`config.mk`:
```
export PLATFORM = sky130hd
export DESIGN_NAME = clk_period_meter
export DESIGN_NICKNAME = d
export VERILOG_FILES = /design/src/rtl/clk_period_meter.sv
export SDC_FILE = /design/constraint.sdc
export NUM_CORES = 1
export LEC_CHECK = 0
export CAP_MARGIN = 0
export CORE_MARGIN = 3
export CORE_UTILIZATION = 45
export DETAILED_ROUTE_END_ITERATION = 10
export PLACE_DENSITY = 0.68
export SETUP_SLACK_MARGIN = 0.5
export SLEW_MARGIN = 20
export SYNTH_ARGS = -nofsm -noshare
export SYNTH_HDL_FRONTEND = slang
export SYNTH_SLANG_ARGS = --single-unit
export TNS_END_PERCENT = 100
```
`constraint.sdc`:
```
create_clock -name clk_input -period 1.9 [get_ports clk_input]
set_input_delay 0.475 -clock clk_input [delete_from_list [all_inputs] [get_ports clk_input]]
set_output_delay 0.475 -clock clk_input [all_outputs]
set_load 0.03 [all_outputs]
```
`src/rtl/clk_period_meter.sv`:
```
// Measures the period of a slow asynchronous square wave in clk_input cycles, with loss-of-signal detection.
// Define HIGH_TIME_EN to also report the high time of each measured period on high_out.
module clk_period_meter #(
  parameter int unsigned CNT_W   = 27,
  parameter int unsigned TIMEOUT = 120_000_000
) (
  input  logic             clk_input,
  input  logic             reset,
  input  logic             sig_in,
  output logic [CNT_W-1:0] period_out,
  output logic             period_vld,
  output logic             locked,
  output logic             timeout
`ifdef HIGH_TIME_EN
  ,
  output logic [CNT_W-1:0] high_out
`endif
);

  // Last counter value before loss of signal; TIMEOUT must stay below 2^CNT_W.
  localparam logic [CNT_W-1:0] CNT_LAST = CNT_W'(TIMEOUT - 1);

  typedef enum logic {
    IDLE    = 1'b0,
    MEASURE = 1'b1
  } state_t;

  state_t           state_q, state_d;
  logic             sync1_q, sync2_q, sync2_dly_q;
  logic [CNT_W-1:0] cnt_q, cnt_d;
  logic [CNT_W-1:0] period_q, period_d;
  logic             vld_q, vld_d;
  logic             locked_q, locked_d;
  logic             timeout_q, timeout_d;
  logic             rise;
`ifdef HIGH_TIME_EN
  logic [CNT_W-1:0] hcnt_q, hcnt_d;
  logic [CNT_W-1:0] high_q, high_d;
`endif

  assign rise = sync2_q & ~sync2_dly_q;

  // State, synchronizer and output registers.
  always_ff @(posedge clk_input) begin
    if (reset) begin
      state_q     <= IDLE;
      sync1_q     <= 1'b0;
      sync2_q     <= 1'b0;
      sync2_dly_q <= 1'b0;
      cnt_q       <= '0;
      period_q    <= '0;
      vld_q       <= 1'b0;
      locked_q    <= 1'b0;
      timeout_q   <= 1'b0;
`ifdef HIGH_TIME_EN
      hcnt_q      <= '0;
      high_q      <= '0;
`endif
    end else begin
      state_q     <= state_d;
      sync1_q     <= sig_in;
      sync2_q     <= sync1_q;
      sync2_dly_q <= sync2_q;
      cnt_q       <= cnt_d;
      period_q    <= period_d;
      vld_q       <= vld_d;
      locked_q    <= locked_d;
      timeout_q   <= timeout_d;
`ifdef HIGH_TIME_EN
      hcnt_q      <= hcnt_d;
      high_q      <= high_d;
`endif
    end
  end

  // Next-state and output logic; a rise always wins over the timeout check.
  always_comb begin
    state_d   = state_q;
    cnt_d     = cnt_q;
    period_d  = period_q;
    vld_d     = 1'b0;
    locked_d  = locked_q;
    timeout_d = timeout_q;
`ifdef HIGH_TIME_EN
    hcnt_d    = hcnt_q;
    high_d    = high_q;
`endif
    case (state_q)
      IDLE: begin
        cnt_d = '0;
`ifdef HIGH_TIME_EN
        hcnt_d = '0;
`endif
        if (rise) begin
          state_d = MEASURE;
        end
      end
      MEASURE: begin
        if (rise) begin
          period_d  = cnt_q + CNT_W'(1);
          vld_d     = 1'b1;
          locked_d  = 1'b1;
          timeout_d = 1'b0;
          cnt_d     = '0;
`ifdef HIGH_TIME_EN
          high_d    = hcnt_q + CNT_W'(sync2_q);
          hcnt_d    = '0;
`endif
        end else if (cnt_q == CNT_LAST) begin
          state_d   = IDLE;
          timeout_d = 1'b1;
          locked_d  = 1'b0;
          cnt_d     = '0;
`ifdef HIGH_TIME_EN
          hcnt_d    = '0;
`endif
        end else begin
          cnt_d = cnt_q + CNT_W'(1);
`ifdef HIGH_TIME_EN
          hcnt_d = hcnt_q + CNT_W'(sync2_q);
`endif
        end
      end
      default: begin
        state_d = IDLE;
      end
    endcase
  end

  assign period_out = period_q;
  assign period_vld = vld_q;
  assign locked     = locked_q;
  assign timeout    = timeout_q;
`ifdef HIGH_TIME_EN
  assign high_out   = high_q;
`endif

endmodule

```
==> results of run 1 <==
## registers in the layout (all words and copies together) (netlist names)
name,cells
timeout,1
locked,1
period_vld,1
cnt_q,27
sync2_q,1
state_q,1
sync2_dly_q,1
period_out,27
sync1_q,1
## power groups by stage
stage	registers [W]	logic [W]	clock network (W)
after floorplan	0.00132	0.0000249	0
after global placement	0.00132	0.0000443	0
after detailed placement	0.00132	0.0000449	0
after CTS	0.00129	0.0000487	0.00117
after global routing	0.00128	0.0000583	0.00123
final	0.00128	0.0000536	0.00114
## cells by family (layout without fill, tap and decap cells)
logic type	after synthesis	count (layout)	share of synthesized area
fa+ha+maj	1	1	0.005370
compound gates	38	41	0.09667
xor+xnor	23	23	0.08646
flops	61	61	0.5242
buf+inv	13	88	0.02846
simple gates	118	118	0.2589
## per-layer routing
layer	share of wire	vias to the layer above	GRT usage
met4	0.015	0	0.1224
met2	0.49	47	0.3031
met1	0.44	978	0.2414
met3	0.053	9	0.04756
li1	-	999	-
met5	0	-	0
## critical path, cell delays in order, from the launching register on
cell	delay, ns
dfxtp_4	0.36
ha_4	0.13
nand4_1	0.20
nor4_4	0.22
buf_6	0.18
nand4_1	0.14
xor2_2	0.22
o21ai_1	0.07
## cell usage after synthesis (all sizes together) (2+ instances only)
cell type	number	share of area
a21oi	4	0.0086
nand2b	2	0.0054
buf	3	0.012
nor2b	4	0.011
xor2	17	0.064
nor3	3	0.0064
inv	3	0.0048
nor2	32	0.054
clkbuf	7	0.012
nand2	39	0.063
nor4	3	0.027
nand3	17	0.039
o21ai	27	0.058
or3	2	0.0054
nand4	8	0.021
and3	3	0.0091
dfxtp	61	0.52
xnor2	6	0.023
## per-stage QoR
step / worst slack, ns / power [W] / utilization
2_1_floorplan: 0.3798 / 0.001342 / -
3_5_place_dp: 0.06488 / 0.001361 / 0.5853
4_1_cts: 0.2703 / 0.002500 / 0.6444
6_report: 0.2627 / 0.002482 / 0.6932
3_3_place_gp: 0.1356 / 0.001360 / 0.5853
5_1_grt: 0.1499 / 0.002568 / 0.6932
## worst max-delay path by stage
stage,slack (ns),to,depth (start not counted),start
CTS,0.27,locked$_SDFFE_PP0P_,5,cnt_q[9]$_SDFF_PP0_
floorplan,0.38,cnt_q[25]$_SDFF_PP0_,5,cnt_q[15]$_SDFF_PP0_
finish,0.26,period_out[26]$_SDFFE_PP0P_,7,cnt_q[1]$_SDFF_PP0_
global route,0.15,period_out[26]$_SDFFE_PP0P_,7,cnt_q[15]$_SDFF_PP0_
detailed placement,0.06,period_out[9]$_SDFFE_PP0P_,6,reset
global placement,0.14,period_out[9]$_SDFFE_PP0P_,6,reset
## repair_timing
action | 4_1_cts | 5_1_grt
gates cloned | 2 | 1
gates resized for setup | 177 | 52
setup endpoints to repair | 77 | 53
pin swaps | 20 | 22
buffers inserted | 14 | 8
## layout make-up
type / count / area (um^2) / share of cell area
clock buffer: 14 / 162.7 / 0.04840
clock inverter: 1 / 30.03 / 0.008935
inverter: 3 / 11.26 / 0.003351
multi-input combinational: 183 / 1330 / 0.3958
sequential: 61 / 1246 / 0.3708
tap: 67 / 83.83 / 0.02494
timing repair buffer: 70 / 496.7 / 0.1478
==> results.py, run 1 <==
metrics = {
    "critical_path": {
        "timing.rr.end": "period_out[26]$_SDFFE_PP0P_",
        "timing.rr.start": "cnt_q[1]$_SDFF_PP0_",
        "r2r_slack_ns": 0.26,
        "setup.worst_path.start_class": "flip-flop",
        "path_max_fanout": 6,
        "end_kind": "flip-flop",
        "arrival_ns": 1.87,
        "ff2ff_path_depth": 7,
        "crit_required_ns": 2.13,
        "worstSetupPathType": "flip-flop to flip-flop",
    },
    "sta": {
        "hold_ws_ns": 0.4376,
        "post-route-period-util": 0.8617,
        "drv_slew": 0,
        "final-setup-viol-count": 0,
        "min_period_ns": 1.637,
        "tightest_slew_ns": 0.2939,
        "finalSetupTns_ns": 0,
        "fmax_mhz": 610.8,
        "hold_viol_final": 0,
        "slew_headroom": 0.8036,
        "rsz0062_at_grt": "yes",
        "fin_skew_ns": 0.008274,
    },
    "layout": {
        "nFillCells": 389,
        "finalNonFillerCells": 399,
        "fin_area_mm2": 0.003361,
        "diodes": 0,
        "drive_above_1_share": 0.4458,
        "final_cell_mix": "47 x dfxtp_1, 36 x nand2_1, 30 x buf_4",
        "syn2layout_area_growth_pct": 44.25,
        "mostFrequentLayoutCell": "dfxtp_1",
        "nets": 332,
    },
    "power_and_ir_drop": {
        "powerDensity_mw_per_mm2": 738.5,
        "pwr-share-seq": 0.517,
        "power.switching_w": 0.0005077,
        "irDropWorstVdd_uv": 425.9,
        "leakage_nw": 1.318,
        "p_int_w": 0.001974,
        "p_sw_frac": 0.2046,
        "p_comb_frac": 0.022,
        "p_clk_frac": 0.461,
    },
    "place": {
        "place_inst": 359,
        "gp_congestion": 0.8605,
        "hpwl_mm": 3.337,
        "port_buffers": 32,
        "place_area_mm2": 0.002838,
    },
    "routing": {
        "routedWlPerCell_um": 15.09,
        "dr.pass1.iters": 4,
        "drt_wl_total_mm": 6.019,
        "drc_errors": 0,
        "via_per_inst": 5.095,
        "drtIter0Drc": 104,
        "postRouteAntennaNets": 0,
        "vias": 2033,
    },
    "grt": {
        "grt.overflow.total": 0,
        "grt_max_degree": 16,
        "grt_pass1_vias": 1912,
        "grt_pass1_wl_mm": 9.087,
        "track_usage": 0.1950,
        "antenna_found_initial": 0,
    },
    "cts": {
        "clk_latency_ns": 0.34,
        "cts_max_path_buffers": 2,
        "path_clk_slew_ns": 0.06,
        "cts.root.buffer_cell": "clkbuf_8",
        "ctsHoldBuffers": 0,
        "cts-buffers-inserted": 9,
        "tritoncts": "done",
        "htree_levels": 3,
        "cts_num_sinks": 61,
    },
    "hold_path": {
        "hold_depth": 1,
        "hp-class": "flip-flop to flip-flop",
        "whs_endpoint": "sync2_q$_SDFF_PP0_",
        "hp-start": "sync1_q$_SDFF_PP0_",
    },
    "logic_synthesis": {
        "synth_nets": 258,
        "yosysWarnings": 0,
        "seq_area_frac_synth": 0.5242,
        "ys.flop_type": "dfxtp_1",
        "yosys.cell_types.count": 37,
        "post_synth_instance_area_mm2": 0.002330,
        "syn-instance-count": 254,
        "syn_area_per_cell_um2": 9.172,
        "async_flop_share": 0,
        "synth_edf_count": 0,
        "synth-seq-cells": 61,
    },
    "floorplan": {
        "die-area_mm2": 0.006076,
        "io_pins": 33,
        "core_mm2": 0.004848,
        "die_h_um": 77.95,
        "num_rows": 25,
        "initial_core_util": 0.4805,
        "die_w_um": 77.95,
    },
    "run_status": {
        "status": "completed",
    },
    "job": {
        "max_cap_viol_count": 0,
    },
}
Note: power is estimated with default switching activity, not from simulation.
==> run 2, diff against run 1 <==
--- a/config.mk
+++ b/config.mk
@@ -6,6 +6,7 @@
 export NUM_CORES = 1
 export LEC_CHECK = 0
 export CAP_MARGIN = 0
+export CORE_ASPECT_RATIO = 0.8
 export CORE_MARGIN = 3
 export CORE_UTILIZATION = 45
 export DETAILED_ROUTE_END_ITERATION = 10
==> constraint.sdc (replaced) <==
create_clock -name clk_input -period 1.8 [get_ports clk_input]
set_input_delay 0.45 -clock clk_input [delete_from_list [all_inputs] [get_ports clk_input]]
set_output_delay 0.45 -clock clk_input [all_outputs]
set_load 0.03 [all_outputs]
==> run 2 against run 1 <==
Compared with the run above:
- cell count grew 1.3%
- sequential power grew 5%
- combinational power is 29% higher
==> results.py, run 2 (synthesis gave the netlist of run 1 again) <==
metrics = {
    "run_status": {
        "status": "completed",
    },
    "layout": {
        "nFillCells": 295,
        "diodes": 0,
        "drive_above_1_share": 0.5698,
        "final_cell_mix": "39 x buf_6, 38 x buf_4, 34 x nand2_1",
        "nets": 343,
        "mostFrequentLayoutCell": "buf_6",
        "finish.utilization": 0.8127,
        "syn2layout_area_growth_pct": 67.08,
        "finalNonFillerCells": 404,
    },
    "place": {
        "place_inst": 356,
        "hpwl_mm": 3.264,
        "gp_congestion": 0.7569,
        "port_buffers": 32,
    },
    "sta": {
        "hold_ws_ns": 0.4361,
        "fmax_mhz": 560.6,
        "tightest_slew_ns": 0.3490,
        "drv_slew": 0,
        "finalSetupTns_ns": 0,
        "slew_headroom": 0.7665,
        "final-setup-viol-count": 0,
        "post-route-period-util": 0.9910,
        "rsz0062_at_grt": "yes",
        "fin_skew_ns": 0.01631,
        "min_period_ns": 1.784,
        "hold_viol_final": 0,
    },
    "critical_path": {
        "cp.buffers_inverters": 1,
        "crit_family": "simple AND/OR/NAND/NOR gates",
        "timing.rr.end": "period_out[26]$_SDFFE_PP0P_",
        "cp.depth": 6,
        "crit_required_ns": 2.02,
        "worstPathCellList": "nand4_1 > nor4_4 > buf_4 > nand4_1 > xor2_1 > o21ai_1",
        "crit_path_start": "cnt_q[11]$_SDFF_PP0_",
        "worstSetupPathType": "flip-flop to flip-flop",
        "arrival_ns": 2.01,
        "r2r_slack_ns": 0.02,
        "crit_end": "period_out[26]$_SDFFE_PP0P_",
        "path_max_fanout": 4,
        "worst_path_max_delay_cell": "dfxtp_1",
        "setup.worst_path.start_class": "flip-flop",
        "ff2ff_path_depth": 6,
        "end_kind": "flip-flop",
        "cp_common_cell": "nand4_1",
        "timing.rr.start": "cnt_q[11]$_SDFF_PP0_",
        "max_stage_delay_ns": 0.46,
    },
    "routing": {
        "dr.pass1.iters": 4,
        "via_per_inst": 5.376,
        "drtIter0Drc": 241,
        "postRouteAntennaNets": 0,
        "drc_errors": 0,
        "routedWlPerCell_um": 17.50,
        "drt_wl_total_mm": 7.068,
        "vias": 2172,
    },
    "floorplan": {
        "initial_core_util": 0.4864,
        "die_w_um": 86.45,
        "num_rows": 22,
        "io_pins": 33,
        "die_h_um": 70.36,
        "die-area_mm2": 0.006082,
        "core_mm2": 0.004790,
    },
    "power_and_ir_drop": {
        "pwr-share-seq": 0.452,
        "total_power_w": 0.002986,
        "p_sw_frac": 0.1923,
        "power.switching_w": 0.0005742,
        "p_int_w": 0.002412,
        "leakage_nw": 1.484,
        "powerDensity_mw_per_mm2": 767.2,
        "p_comb_frac": 0.023,
        "irDropWorstVdd_uv": 607.4,
        "p_clk_frac": 0.525,
    },
    "cts": {
        "cts.root.buffer_cell": "clkbuf_8",
        "cts_num_sinks": 61,
        "htree_levels": 3,
        "cts-buffers-inserted": 9,
        "ctsHoldBuffers": 0,
        "cts_max_path_buffers": 2,
        "tritoncts": "done",
        "clk_latency_ns": 0.35,
        "path_clk_slew_ns": 0.06,
    },
    "grt": {
        "grt.overflow.total": 0,
        "grt_pass1_wl_mm": 9.549,
        "grt_pass1_vias": 1994,
        "grt_max_degree": 15,
        "antenna_found_initial": 0,
        "track_usage": 0.2024,
    },
    "hold_path": {
        "hp-start": "reset",
        "hp-class": "input port to flip-flop",
    },
    "job": {
        "max_cap_viol_count": 0,
    },
}
## run 2: per-stage QoR
stage                     cell area [um^2]  setup WS [ns]
after global routing                  3892       -0.08187
after CTS                             3387         0.1028
after global placement                2859        0.05375
final                                 3892        0.01623
after floorplan                       2371         0.2809
after detailed placement              2859       0.007545
## run 2: area by class of cell
class | instances | area, um^2 | area share
flip-flops and latches | 61 | 1281 | 0.3292
inverters | 3 | 11.26 | 0.002893
clock inverters | 3 | 90.09 | 0.02314
clock buffers | 13 | 168.9 | 0.04339
well taps | 60 | 75.07 | 0.01929
repair buffers | 81 | 782.0 | 0.2009
multi-input cells | 183 | 1484 | 0.3812
## run 2: how the worst min path moves through the flow
stage | to | slack (ns) | cells past startpoint
floorplan | sync2_q$_SDFF_PP0_ | 0.41 | 1
global placement | sync2_q$_SDFF_PP0_ | 0.42 | 1
detailed placement | sync2_q$_SDFF_PP0_ | 0.43 | 1
CTS | sync2_q$_SDFF_PP0_ | 0.44 | 1
global route | sync2_q$_SDFF_PP0_ | 0.45 | 3
finish | sync2_q$_SDFF_PP0_ | 0.44 | 3
## run 2: routing by layer
metal | up-vias | part of all wire | global-route usage
li1 | 1027 | - | -
met1 | 1021 | 0.41 | 0.2707
met2 | 96 | 0.48 | 0.2980
met3 | 28 | 0.078 | 0.06486
met4 | 0 | 0.034 | 0.08651
met5 | - | 0 | 0
## run 2: power groups by stage
stage                      logic, W  registers, W  clock network [W]
after floorplan           0.0000269       0.00139                  0
after global placement    0.0000505       0.00139                  0
after detailed placement  0.0000507       0.00139                  0
after CTS                 0.0000609       0.00136            0.00157
after global routing      0.0000739       0.00135            0.00163
final                     0.0000689       0.00135            0.00157
## run 2: worst register-to-register path, delay by kind of cell, from the launching register on
| kind | cells | cell delay (ns) |
|---|---|---|
| and+or+nand+nor | 3 | 0.70 |
| xor gates and xnor gates | 1 | 0.23 |
| buffers and inverters | 1 | 0.17 |
| DFF | 1 | 0.46 |
| AOI/OAI and AO/OA | 1 | 0.10 |
## run 2: timing repair
item,4_1_cts,5_1_grt
gates resized for setup,226,117
cloned,3,0
setup buffers,14,15
pin swaps,28,42
endpoints found under the setup margin,80,83
==> run 3, diff against run 2 <==
--- a/config.mk
+++ b/config.mk
@@ -9,6 +9,7 @@
 export CORE_ASPECT_RATIO = 0.8
 export CORE_MARGIN = 3
 export CORE_UTILIZATION = 45
+export CTS_CLUSTER_SIZE = 24
 export DETAILED_ROUTE_END_ITERATION = 10
 export PLACE_DENSITY = 0.68
 export SETUP_SLACK_MARGIN = 0.5
==> results of run 3 <==
Final layout, timing and power as in run 2 (identical DEF).
